`config.mk`:
```
export PLATFORM = sky130hd
export DESIGN_NAME = pc_sequencer
export DESIGN_NICKNAME = d
export VERILOG_FILES = /design/src/rtl/pc_sequencer.sv
export SDC_FILE = /design/constraint.sdc
export NUM_CORES = 1
export LEC_CHECK = 0
export BUFFER_PORTS_ARGS = -buffer_cell sky130_fd_sc_hd__buf_2
export CELL_PAD_IN_SITES_DETAIL_PLACEMENT = 1
export CELL_PAD_IN_SITES_GLOBAL_PLACEMENT = 1
export CORE_ASPECT_RATIO = 0.7
export CORE_MARGIN = 4
export CORE_UTILIZATION = 42
export CTS_BUF_LIST = sky130_fd_sc_hd__clkbuf_16
export DETAILED_ROUTE_END_ITERATION = 6
export PLACE_DENSITY_LB_ADDON = 0.1
export SKIP_CTS_REPAIR_TIMING = 1
export SYNTH_ARGS = -nofsm -noshare
export SYNTH_HDL_FRONTEND = slang
export SYNTH_SLANG_ARGS = --single-unit
```
`constraint.sdc`:
```
create_clock -name clk -period 5.8 [get_ports clk]
set_input_delay 0.87 -clock clk [delete_from_list [all_inputs] [get_ports clk]]
set_output_delay 0.87 -clock clk [all_outputs]
set_load 0.02 [all_outputs]
```
`src/rtl/pc_sequencer.sv`:
```
// Program-counter sequencer: PC register, next-PC selection, misaligned-target
// trap handling and cycle/instret counters for the single-cycle core.
module pc_sequencer #(
    parameter int              XLEN         = 32,
    parameter logic [XLEN-1:0] RESET_VECTOR = 32'h0000_0000,
    parameter logic [XLEN-1:0] TRAP_VECTOR  = 32'h0000_0100,
    parameter int              IALIGN       = 4,
    parameter int              HALT_ON_TRAP = 0,
    parameter int              CNT_WIDTH    = 64
) (
    input  logic                 clk,
    input  logic                 reset,
    input  logic                 stall,
    input  logic                 branch,
    input  logic                 cond,
    input  logic                 jump,
    input  logic                 jalr,
    input  logic [XLEN-1:0]      imm_ext,
    input  logic [XLEN-1:0]      rs1_val,
    output logic [XLEN-1:0]      pc,
    output logic [XLEN-1:0]      pc_plus_4,
    output logic [XLEN-1:0]      pc_target,
    output logic                 trap,
    output logic [XLEN-1:0]      mepc,
    output logic                 halted,
    output logic [CNT_WIDTH-1:0] cycle_count,
    output logic [CNT_WIDTH-1:0] instret_count
);

    localparam logic [XLEN-1:0]      PC_STEP = XLEN'(4);
    localparam logic [CNT_WIDTH-1:0] CNT_ONE = CNT_WIDTH'(1);

    typedef enum logic [1:0] {
        S_BOOT = 2'd0,
        S_RUN  = 2'd1,
        S_HALT = 2'd2
    } state_e;

    state_e               state_q, state_d;
    logic [XLEN-1:0]      pc_q, pc_d;
    logic [XLEN-1:0]      mepc_q, mepc_d;
    logic [CNT_WIDTH-1:0] cyc_q, cyc_d;
    logic [CNT_WIDTH-1:0] ret_q, ret_d;

    logic [XLEN-1:0] jalr_sum;
    logic [XLEN-1:0] jalr_tgt;
    logic [XLEN-1:0] next_pc;
    logic            taken;
    logic            misaligned;
    logic            in_run;

    always_comb begin
        pc_plus_4 = pc_q + PC_STEP;
        pc_target = pc_q + imm_ext;
        jalr_sum  = rs1_val + imm_ext;
        jalr_tgt  = {jalr_sum[XLEN-1:1], 1'b0};
        taken     = jalr | jump | (branch & cond);
        in_run    = (state_q == S_RUN);

        if (jalr) begin
            next_pc = jalr_tgt;
        end else if (jump || (branch && cond)) begin
            next_pc = pc_target;
        end else begin
            next_pc = pc_plus_4;
        end

        // Only a taken redirect can be misaligned; PC+4 is always aligned.
        if (IALIGN == 2) begin
            misaligned = next_pc[0];
        end else begin
            misaligned = (next_pc[1:0] != 2'b00);
        end

        trap = in_run & taken & misaligned;
    end

    always_comb begin
        state_d = state_q;
        pc_d    = pc_q;
        mepc_d  = mepc_q;
        cyc_d   = cyc_q;
        ret_d   = ret_q;

        unique case (state_q)
            S_BOOT: begin
                state_d = S_RUN;
            end
            S_RUN: begin
                cyc_d = cyc_q + CNT_ONE;
                if (!stall) begin
                    if (trap) begin
                        mepc_d = pc_q;
                        if (HALT_ON_TRAP != 0) begin
                            state_d = S_HALT;
                        end else begin
                            pc_d = TRAP_VECTOR;
                        end
                    end else begin
                        pc_d  = next_pc;
                        ret_d = ret_q + CNT_ONE;
                    end
                end
            end
            S_HALT: begin
                state_d = S_HALT;
            end
            default: begin
                state_d = S_BOOT;
            end
        endcase
    end

    always_ff @(posedge clk) begin
        if (reset) begin
            state_q <= S_BOOT;
            pc_q    <= RESET_VECTOR;
            mepc_q  <= '0;
            cyc_q   <= '0;
            ret_q   <= '0;
        end else begin
            state_q <= state_d;
            pc_q    <= pc_d;
            mepc_q  <= mepc_d;
            cyc_q   <= cyc_d;
            ret_q   <= ret_d;
        end
    end

    assign pc            = pc_q;
    assign mepc          = mepc_q;
    assign halted        = (state_q == S_HALT);
    assign cycle_count   = cyc_q;
    assign instret_count = ret_q;

endmodule

```
==> results of run 1 <==
[how the worst max path moves through the flow]
stage,depth (start not counted),to,start,slack [ns]
after global routing,9,pc_target[27],pc[6]$_SDFFE_PP0P_,0.89
after global placement,10,pc_target[27],imm_ext[6],1.48
after CTS,9,pc_target[27],pc[6]$_SDFFE_PP0P_,1.31
final,9,pc_target[27],pc[6]$_SDFFE_PP0P_,1.22
after detailed placement,13,pc_target[28],imm_ext[0],1.36
after floorplan,10,pc_target[28],imm_ext[0],1.93
[placed cells by master, fill, tap and decap left out, types with 6 or more instances in the layout]
cell type	instances
nor2b_1	18
nor3_1	20
nor2_1	191
clkbuf_16	17
or3_1	34
mux2i_1	13
nand2b_1	10
or2_2	7
inv_1	42
a21o_1	22
nor4_1	10
xor2_1	113
and4_1	9
o211ai_1	10
o21ai_0	84
nand4_1	41
o21bai_1	6
and3_1	31
nand2_1	193
a211oi_1	11
o21a_1	10
xnor2_1	73
dfxtp_1	194
and2_1	14
nand3_1	64
buf_2	327
a22oi_1	13
a21oi_1	137
a31oi_1	11
ha_1	64
buf_4	12
[logic make-up after synthesis]
logic type | after synthesis | share of synthesized area (%)
flip-flops | 194 | 31.8
AO/OA/AOI/OAI | 350 | 17.3
adder cells (fa/ha/maj) | 66 | 6.90
AND/OR/NAND/NOR | 664 | 26.1
XOR/XNOR | 186 | 13.4
buffers and inverters | 104 | 3.37
multiplexers | 14 | 1.16
[through the flow]
| step | total power, W | cell area, um^2 |
|---|---|---|
| after global placement | 0.00215 | 14100 |
| after floorplan | 0.00189 | 12200 |
| after CTS | 0.00346 | 14800 |
| after detailed placement | 0.00216 | 14100 |
| final | 0.00345 | 14800 |
| after global routing | 0.00358 | 14800 |
[registers in the layout, indices dropped and copies added (netlist names)]
signal	flops
instret_count	64
cycle_count	64
pc	32
state_q	2
mepc	32
[final cells by class]
class / instances / area [um^2]
multi-input combinational: 1280 / 7910
tap: 371 / 464
clock buffer: 17 / 425
fill: 3648 / 13400
clock inverter: 15 / 213
sequential: 194 / 3880
timing repair buffer: 340 / 1740
inverter: 42 / 158
[power groups by stage]
stage / combinational, W / sequential, W / clock [W]
3_5_place_dp: 0.000744 / 0.00142 / 0
2_1_floorplan: 0.000469 / 0.00142 / 0
5_1_grt: 0.000815 / 0.00139 / 0.00138
3_3_place_gp: 0.000731 / 0.00142 / 0
6_report: 0.000754 / 0.00139 / 0.00130
4_1_cts: 0.000748 / 0.00139 / 0.00132
[routing by layer]
| layer | global-route usage [%] | share of wire (%) | vias up |
|---|---|---|---|
| met5 | 0 | 0 | - |
| met4 | 8.43 | 2.4 | 0 |
| met3 | 5.46 | 6.7 | 61 |
| met2 | 44.1 | 44 | 413 |
| met1 | 38.7 | 47 | 6263 |
| li1 | - | - | 6137 |
==> metrics.txt, run 1 <==
status=complete, no violations; CP bufs+invs=1; cells along the critical path=ha_1 -> a2111oi_0 -> o21ai_0 -> a311oi_1 -> a21oi_1 -> a21oi_1 -> o21ai_0 -> xnor2_1 -> buf_2; sequential power share=40.3%; die area=between 30000 and 40000 um^2; Worst Max-Slew Pin Slew=roughly 1.3 ns; CTS Buf Count=17; Mean Syn Cell Area=a little under 8 um^2; Crit Path Category=flip-flop to primary output; CP Launch Type=flip-flop; crit path max fanout=9; initial core utilization=43.2%; Sum Neg Setup Slack=0 ns; htree depth=4; ys async rst share=0%; Seq/Total Area, Yosys=31.8%; initial DRC count=about 820; FMAX=approximately 0.22 GHz; ys flop type=dfxtp_1; part of the power in the clock network=37.8%; Die X-Extent=212 um; Worst Reg2Reg Path Length in Cells=12; number of I/O port buffers=between 300 and 400; crit-path leading delay family=compound AO/OA/AOI/OAI gates; synth cell count leaders=dfxtp_1 (194), nand2_1 (193), nor2_1 (192); post-synth top area share=31.8%; hold-critical path depth=1; Rows=51; Core Area=28200 um^2; worst hold endpoint=state_q[0]$_SDFFE_PP0N_; unrepaired setup endpoints after global routing=no; Yosys warnings=0; GPL Wtd Cong=between 0.9 and 1; mapped cell area=12200 um^2; reg-to-reg critical path endpoint=instret_count[63]$_SDFFE_PP0P_; drt drc=0; chip height=around 150 um; Ports=329; share of post-route cells with drive strength above 1=between 20% and 30%; latest clock arrival within the worst-skew pair=about 0.44 ns; crit share post-route=79.0%; area leader, netlist=dfxtp_1; setup ws final=about 1.2 ns; critical path's slowest cell=dfxtp_1; grt total ovfl=0; Layout area overhead=21.3%; maxcap violations=0; Yosys reg bits=between 150 and 200; CTS sink cnt=194; Cell Pwr Density=between 200 and 250 nW/um^2; final hold violations=0; minimum clock period=4.58 ns; arrival time at the worst endpoint=between 3 and 4 ns; Nets=just over 2k; Synthesized Nets=1715; Total GRT Usage=27.9%; initial antenna violation count=0; Combinational Power Share=21.9%; flop2flop setup slack=about 2.0 ns; Util after Layout=between 50% and 60%; CTS tree=done; DR vias/cell=between 5 and 6; DP Worst Slack=around 1.4 ns; total wire length=about 46000 um; wire per inst=~20 um; DR pass1 iterations=6; most frequent cell after synthesis=dfxtp_1; R2R Path Start=pc[0]$_SDFFE_PP0P_; P_sw=between 0.001 and 0.0015 W; internal power=approximately 0.0024 W; Leakage=6.59 nW; switching part of the total=between 30% and 40%; Post-Syn Instances=around 1.6k; Hold Crit Class=flip-flop to flip-flop; Antenna Cells=0; critical path data required time=just under 5 ns; CTS clk-pin slew, worst paths=approximately 0.070 ns; DR vias=around 13k; Worst VDD drop=0.204 mV; synth unique cells=66; CTS root buf=clkbuf_16; first-pass GRT wire length=roughly 71000 um; final setup fails=0; HP Start=state_q[1]$_SDFFE_PP0N_; Post-synth EDFFs=0; CP endpoint kind=primary output; remaining antenna violation count after routing=0; slowest stage delay, CP=about 0.57 ns; final hold slack=0.433 ns; Synth area leaders=dfxtp_1 (32%), xor2_1 (8.1%), ha_1 (6.6%), nand2_1 (5.9%), nor2_1 (5.9%); DP HPWL=36900 um; Slew Limit Fails=0; Cells after DPL=2227; Max Root-Sink Buffers=2; Fin Clk Skew=about 0.013 ns; fin cells=2259; Slew headroom=between 10 and 15%; largest net degree at the start of global routing=81; vias in the first global route=approximately 13k
(Power assumes the default switching activity.)
==> run 2: changes to the inputs <==
Settings changed: CORE_UTILIZATION 42 to 35.
Clock period 5.8 ns to 4.1 ns, I/O delays scaled along.
==> run 2 against run 1 <==
Sequential share of layout area down 0.52 points. Worst hold slack gained 0.0051 ns. Critical path depth rose by 2. Final cell count up 5.5%. First-iteration DRC count is 4.7% lower. Clock power is 29% higher. Die area up 19%. Non-clock buffer count rose by 29. Routed wire length grew 3.4%. Sequential cell count did not move. Utilization fell by 7.9 points. Combinational power up 49%. Critical path type unchanged. Critical endpoint is now pc_target[26]. Largest cell class unchanged. Largest power group unchanged.
==> metrics.txt, run 2 (synthesis results as in run 1) <==
status=complete, no violations (unchanged); CTS Buf Count=17 (unchanged); DP Worst Slack=0.173 ns (was 1.36 ns); Ports=329 (unchanged); unrepaired setup endpoints after global routing=no (unchanged); grt total ovfl=0 (unchanged); FMAX=between 0.2 and 0.3 GHz; Cell Pwr Density=315 nW/um^2 (was 233 nW/um^2); crit path max fanout=5 (was 9); sequential power share=40.9% (was 40.3%); Worst Max-Slew Pin Slew=0.896 ns (was 1.28 ns); Leakage=6.72 nW (was 6.59 nW); arrival time at the worst endpoint=3.31 ns (was 3.71 ns); Hold Crit Class=flip-flop to flip-flop (unchanged); crit share post-route=between 90% and 100%; Core Area=33900 um^2 (was 28200 um^2); Total GRT Usage=24.4% (was 27.9%); GPL Wtd Cong=0.890 (was 0.927); DR pass1 iterations=5 (was 6); final hold slack=0.438 ns (was 0.433 ns); Slew Limit Fails=0 (unchanged); CTS clk-pin slew, worst paths=0.07 ns (about the same); Slew headroom=40.1% (was 14.0%); internal power=0.00324 W (was 0.00237 W); Layout area overhead=23.8% (was 21.3%); initial core utilization=36.0% (was 43.2%); Crit Path Category=flip-flop to primary output (unchanged); CTS root buf=clkbuf_16 (unchanged); Max Root-Sink Buffers=2 (unchanged); CTS tree=done (unchanged); final setup fails=0 (unchanged); share of post-route cells with drive strength above 1=22.3% (was 20.9%); setup ws final=0.171 ns (was 1.22 ns); number of I/O port buffers=328 (unchanged); switching part of the total=31.8% (was 31.2%); Fin Clk Skew=0.00915 ns (was 0.0130 ns); DR vias/cell=5.36 (was 5.70); die area=37900 um^2 (was 31900 um^2); first-pass GRT wire length=73100 um (was 70900 um); largest net degree at the start of global routing=81 (unchanged); remaining antenna violation count after routing=0 (unchanged); CTS sink cnt=194 (unchanged); Combinational Power Share=23.7% (was 21.9%); Worst VDD drop=0.273 mV (was 0.204 mV); multi-input logic area=7930 um^2 (was 7910 um^2); DR vias=12.8k (was 12.9k); latest clock arrival within the worst-skew pair=0.43 ns (was 0.44 ns); most common cell after layout, fill and taps aside=buf_2 (unchanged); total wire length=48000 um (was 46400 um); Rows=56 (was 51); fillers=4316 (was 3648); wire per inst=20.1 um (was 20.5 um); chip height=164 um (was 151 um); critical path data required time=3.48 ns (was 4.93 ns); CP endpoint kind=primary output (unchanged); minimum clock period=about 3.9 ns; CP Launch Type=flip-flop (unchanged); Nets=2041 (was 2012); initial antenna violation count=1 (was 0); most frequent cells in the layout=buf_2 (325), nand2_1 (193), dfxtp_1 (192) (was buf_2 (327), dfxtp_1 (194), nand2_1 (193)); Die X-Extent=231 um (was 212 um); register area=3890 um^2 (was 3880 um^2); maxcap violations=0 (unchanged); DP HPWL=38500 um (was 36900 um); final hold violations=0 (unchanged); initial DRC count=785 (was 824); vias in the first global route=12.6k (was 12.7k); drt drc=0 (unchanged); part of the power in the clock network=35.4% (was 37.8%); htree depth=4 (unchanged); P_sw=0.00151 W (was 0.00108 W)
[run 2: changes by cell type in the layout (fill, tap and decap cells not counted), moves of 2 or more]
| cell | change |
|---|---|
| bufinv_16 | -2 |
| buf_4 | +31 |
| buf_2 | -2 |
| clkinvlp_4 | +2 |
| dfxtp_2 | +2 |
| inv_1 | +4 |
| dfxtp_1 | -2 |
| inv_6 | -2 |
| diode_2 | +2 |
[run 2: area by class of cell]
type                       count  share of cell area (%)
antenna                        2                  0.0331
inverter                      42                    1.04
timing repair buffer         369                    13.0
clock buffer                  17                    2.82
sequential                   194                    25.7
tap                          464                    3.85
clock inverter                15                    1.01
multi-input combinational   1280                    52.5
[run 2: power groups by stage]
stage / Clock, W / Sequential, W / Combinational, W
2_1_floorplan: 0 / 0.00201 / 0.000664
3_3_place_gp: 0 / 0.00199 / 0.00110
3_5_place_dp: 0 / 0.00199 / 0.00111
4_1_cts: 0.00174 / 0.00195 / 0.00111
5_1_grt: 0.00182 / 0.00195 / 0.00122
6_report: 0.00168 / 0.00195 / 0.00112
[run 2: path summary, 6_finish.rpt]
| check | from | to | slack, ns | cells after the start |
|---|---|---|---|---|
| min reg2reg | state_q[1]$_SDFFE_PP0N_ | state_q[0]$_SDFFE_PP0N_ | 0.44 | 1 |
| max | pc[0]$_SDFFE_PP0P_ | pc_target[26] | 0.17 | 11 |
| min | state_q[1]$_SDFFE_PP0N_ | state_q[0]$_SDFFE_PP0N_ | 0.44 | 1 |
| max reg2reg | pc[0]$_SDFFE_PP0P_ | instret_count[43]$_SDFFE_PP0P_ | 0.63 | 11 |
[run 2: worst max-delay path, cell delays in order (launching register included)]
cell and delay, ns:
dfxtp_2 0.37, ha_1 0.20, inv_1 0.06, fa_1 0.41, nor2b_2 0.17, o31ai_2 0.10
a21o_1 0.25, a31o_2 0.32, and2_1 0.20, o31ai_1 0.32, xor2_1 0.26, buf_2 0.21
[run 2: metal layers]
| layer | wire length [um] | up-vias | GRT usage, % | share of wire [%] |
|---|---|---|---|---|
| met4 | 580 | 0 | 4.83 | 1.2 |
| met2 | 21700 | 302 | 38.6 | 45 |
| met3 | 2680 | 33 | 4.75 | 5.6 |
| met5 | 0 | - | 0 | 0 |
| met1 | 23000 | 6232 | 34.7 | 48 |
| li1 | - | 6194 | - | - |
[run 2: stage by stage]
stage / setup TNS (ns) / cells / power (W) / utilization, % / area [um^2]
after global routing: 0 / 2382 / 0.00498 / 44.5 / 15100
after CTS: -0.0515 / 2381 / 0.00480 / 44.4 / 15100
after detailed placement: 0 / 2349 / 0.00310 / 42.7 / 14500
after global placement: 0 / 2349 / 0.00309 / 42.7 / 14500
after floorplan: 0 / 1578 / 0.00268 / - / 12200
final: 0 / 2383 / 0.00475 / 44.5 / 15100
==> run 3: changes to the inputs <==
Settings changed: ABC_AREA set to 1.
==> run 3 against run 2 <==
Via count grew 55%. Sequential share of layout area fell by 5.5 points. Non-clock buffer count decreased by 14. Clock power is 5% higher. Highest routed layer is now met5. Global-route usage rose by 6.2 points. Setup slack improved by 0.36 ns. Worst hold slack lost 0.0019 ns. First-iteration DRC count increased by 110%. Routed wire length rose by 65%. Synthesized cell count rose by 78%.
==> metrics.txt, run 3 <==
CTS clk-pin slew, worst paths=0.08 ns (was 0.07 ns); Post-synth EDFFs=0 (unchanged); Simple-Gate Fraction of Synth Area=44.1% (was 26.1%); Yosys warnings=0 (unchanged); Antenna Cells=0 (was 2); most frequent cells in the layout=nand2_1 (938), inv_1 (439), buf_2 (327) (was buf_2 (325), nand2_1 (193), dfxtp_1 (192)); critical path's slowest cell=dfxtp_1 (was fa_1); Cells after DPL=3712 (was 2349); drt drc=0 (unchanged); crit-path leading delay family=simple AND/OR/NAND/NOR gates (was compound AO/OA/AOI/OAI gates); Most common cell on crit path=nand2_1; mux contribution to synthesized area=0% (was 1.16%); Core Area=45500 um^2 (was 33900 um^2); Synthesized Nets=2950 (was 1715); CP endpoint kind=primary output (unchanged); Hold Crit Class=flip-flop to flip-flop (unchanged); Total GRT Usage=30.6% (was 24.4%); Seq/Total Area, Yosys=23.9% (was 31.8%); Worst Reg2Reg Path Length in Cells=12 (was 11); ys flop type=dfxtp_1 (unchanged); grt total ovfl=0 (unchanged); DP Worst Slack=0.917 ns (was 0.173 ns); post-synth top area share=23.9% (was 31.8%); vias in the first global route=19.3k (was 12.6k); fin cells=3744 (was 2383); most common cell after layout, fill and taps aside=nand2_1 (was buf_2); setup ws final=0.532 ns (was 0.171 ns); Worst VDD drop=0.257 mV (was 0.273 mV); FMAX=0.280 GHz (was 0.254 GHz); Crit Path Category=flip-flop to primary output (unchanged); slowest stage delay, CP=0.57 ns (was 0.41 ns); Slew headroom=23.1% (was 40.1%); cells along the critical path=ha_1 -> inv_1 -> fa_1 -> inv_1 -> nand2_1 -> nand3_1 -> nand2_1 -> nand2_1 -> nand2_1 -> nand2_1 -> nand2_1 -> nand2_1 -> buf_2 (was ha_1 -> inv_1 -> fa_1 -> nor2b_2 -> o31ai_2 -> a21o_1 -> a31o_2 -> and2_1 -> o31ai_1 -> xor2_1 -> buf_2); largest net degree at the start of global routing=89 (was 81); DR vias/cell=5.28 (was 5.36); chip height=188 um (was 164 um); CP Launch Type=flip-flop (unchanged); initial DRC count=1669 (was 785); Worst Max-Slew Pin Slew=1.15 ns (was 0.896 ns); synth unique cells=55 (was 66); initial antenna violation count=3 (was 1); final hold violations=0 (unchanged); Die X-Extent=266 um (was 231 um); DR vias=19.8k (was 12.8k); crit share post-route=87.0% (was 95.8%); share of post-route cells with drive strength above 1=14.6% (was 22.3%); Cell Pwr Density=269 nW/um^2 (was 315 nW/um^2); most frequent cell after synthesis=nand2_1 (was dfxtp_1); main combinational cell family by area after synthesis=simple AND/OR/NAND/NOR gates (unchanged); post-synthesis compound-gate area fraction=8.57% (was 17.3%); fillers=6388 (was 4316); Mean Syn Cell Area=5.78 um^2 (was 7.73 um^2); remaining antenna violation count after routing=0 (unchanged); Layout area overhead=18.0% (was 23.8%); GPL Wtd Cong=1.01 (was 0.890); CP Depth=13 (was 11); Fin Clk Skew=0.0233 ns (was 0.00915 ns); CTS sink cnt=194 (unchanged); first-pass GRT wire length=119000 um (was 73100 um); CTS tree=done (unchanged); post-synthesis adder-cell area fraction=5.17% (was 6.90%); final hold slack=0.436 ns (was 0.438 ns); Synth area leaders=dfxtp_1 (24%), nand2_1 (22%), inv_1 (10%), nand3_1 (6.7%), nor2_1 (6.7%) (was dfxtp_1 (32%), xor2_1 (8.1%), ha_1 (6.6%), nand2_1 (5.9%), nor2_1 (5.9%)); status=complete, no violations (unchanged); wire per inst=21.2 um (was 20.1 um); unrepaired setup endpoints after global routing=no (unchanged); DP HPWL=66500 um (was 38500 um); arrival time at the worst endpoint=2.95 ns (was 3.31 ns); CP bufs+invs=3 (was 2); synth cell count leaders=nand2_1 (938), inv_1 (439), nor2_1 (290) (was dfxtp_1 (194), nand2_1 (193), nor2_1 (192)); htree depth=4 (unchanged); Util after Layout=42.2% (was 44.5%); critical path data required time=3.48 ns (about the same); Leakage=9.61 nW (was 6.72 nW); DR pass1 iterations=5 (unchanged); maxcap violations=0 (unchanged); Yosys reg bits=194 (unchanged); initial core utilization=35.8% (was 36.0%); Rows=65 (was 56); crit path max fanout=6 (was 5); number of I/O port buffers=328 (unchanged); Sum Neg Setup Slack=0 ns (unchanged); Slew Limit Fails=0 (unchanged); hold-critical path depth=1 (unchanged); XOR/XNOR Fraction of Synth Area=6.18% (was 13.4%); Max Root-Sink Buffers=2 (unchanged); CTS root buf=clkbuf_16 (unchanged); Ports=329 (unchanged); minimum clock period=3.57 ns (was 3.93 ns); Post-Syn Instances=2813 (was 1578); CTS Buf Count=17 (unchanged); latest clock arrival within the worst-skew pair=0.46 ns (was 0.43 ns); total wire length=79200 um (was 48000 um); ys async rst share=0% (unchanged); mapped cell area=16300 um^2 (was 12200 um^2); Nets=3265 (was 2041); die area=50000 um^2 (was 37900 um^2); area leader, netlist=dfxtp_1 (unchanged); final setup fails=0 (unchanged)
run 3: metrics by stage:
stage / area (um^2) / total power (W)
after floorplan: 16300 / 0.00283
after global placement: 18600 / 0.00338
after detailed placement: 18600 / 0.00340
after CTS: 19200 / 0.00516
after global routing: 19200 / 0.00537
final: 19200 / 0.00516
run 3: logic make-up after synthesis:
group / count (synthesis)
AND/OR/NAND/NOR: 1666
flip-flops: 194
buffers and inverters: 511
adder cells (fa/ha/maj): 66
XOR/XNOR: 113
AO/OA/AOI/OAI: 263
run 3: path summary, 6_finish.rpt:
check                                              from                             end  slack (ns)
worst min register to register  state_q[1]$_SDFFE_PP0N_         state_q[0]$_SDFFE_PP0N_        0.44
worst max register to register       pc[0]$_SDFFE_PP0P_  instret_count[49]$_SDFFE_PP0P_        0.92
worst max-delay path                 pc[0]$_SDFFE_PP0P_                   pc_target[26]        0.53
worst min-delay path            state_q[1]$_SDFFE_PP0N_         state_q[0]$_SDFFE_PP0N_        0.44
run 3: area by class of cell:
class / instances / area, um^2 / area share (%)
clock inverters: 15 / 166 / 0.867
well taps: 603 / 754 / 3.93
multi-input cells: 2108 / 10400 / 54.2
clock buffers: 17 / 425 / 2.22
flip-flops and latches: 194 / 3880 / 20.2
repair buffers: 355 / 1860 / 9.71
inverters: 452 / 1700 / 8.84
run 3: where the power goes:
part,switching [W],internal [W]
sequential,0.0000485,0.00191
clock,0.000894,0.000871
combinational,0.00104,0.000391
run 3: per-layer routing:
metal / wire length [um] / vias up / part of all wire (%) / track usage, %
li1: - / 9469 / - / -
met3: 5970 / 61 / 7.5 / 5.48
met2: 31600 / 617 / 40 / 43.6
met5: 28 / - / 0.035 / 0
met1: 40300 / 9605 / 51 / 47.8
met4: 1290 / 4 / 1.6 / 5.78
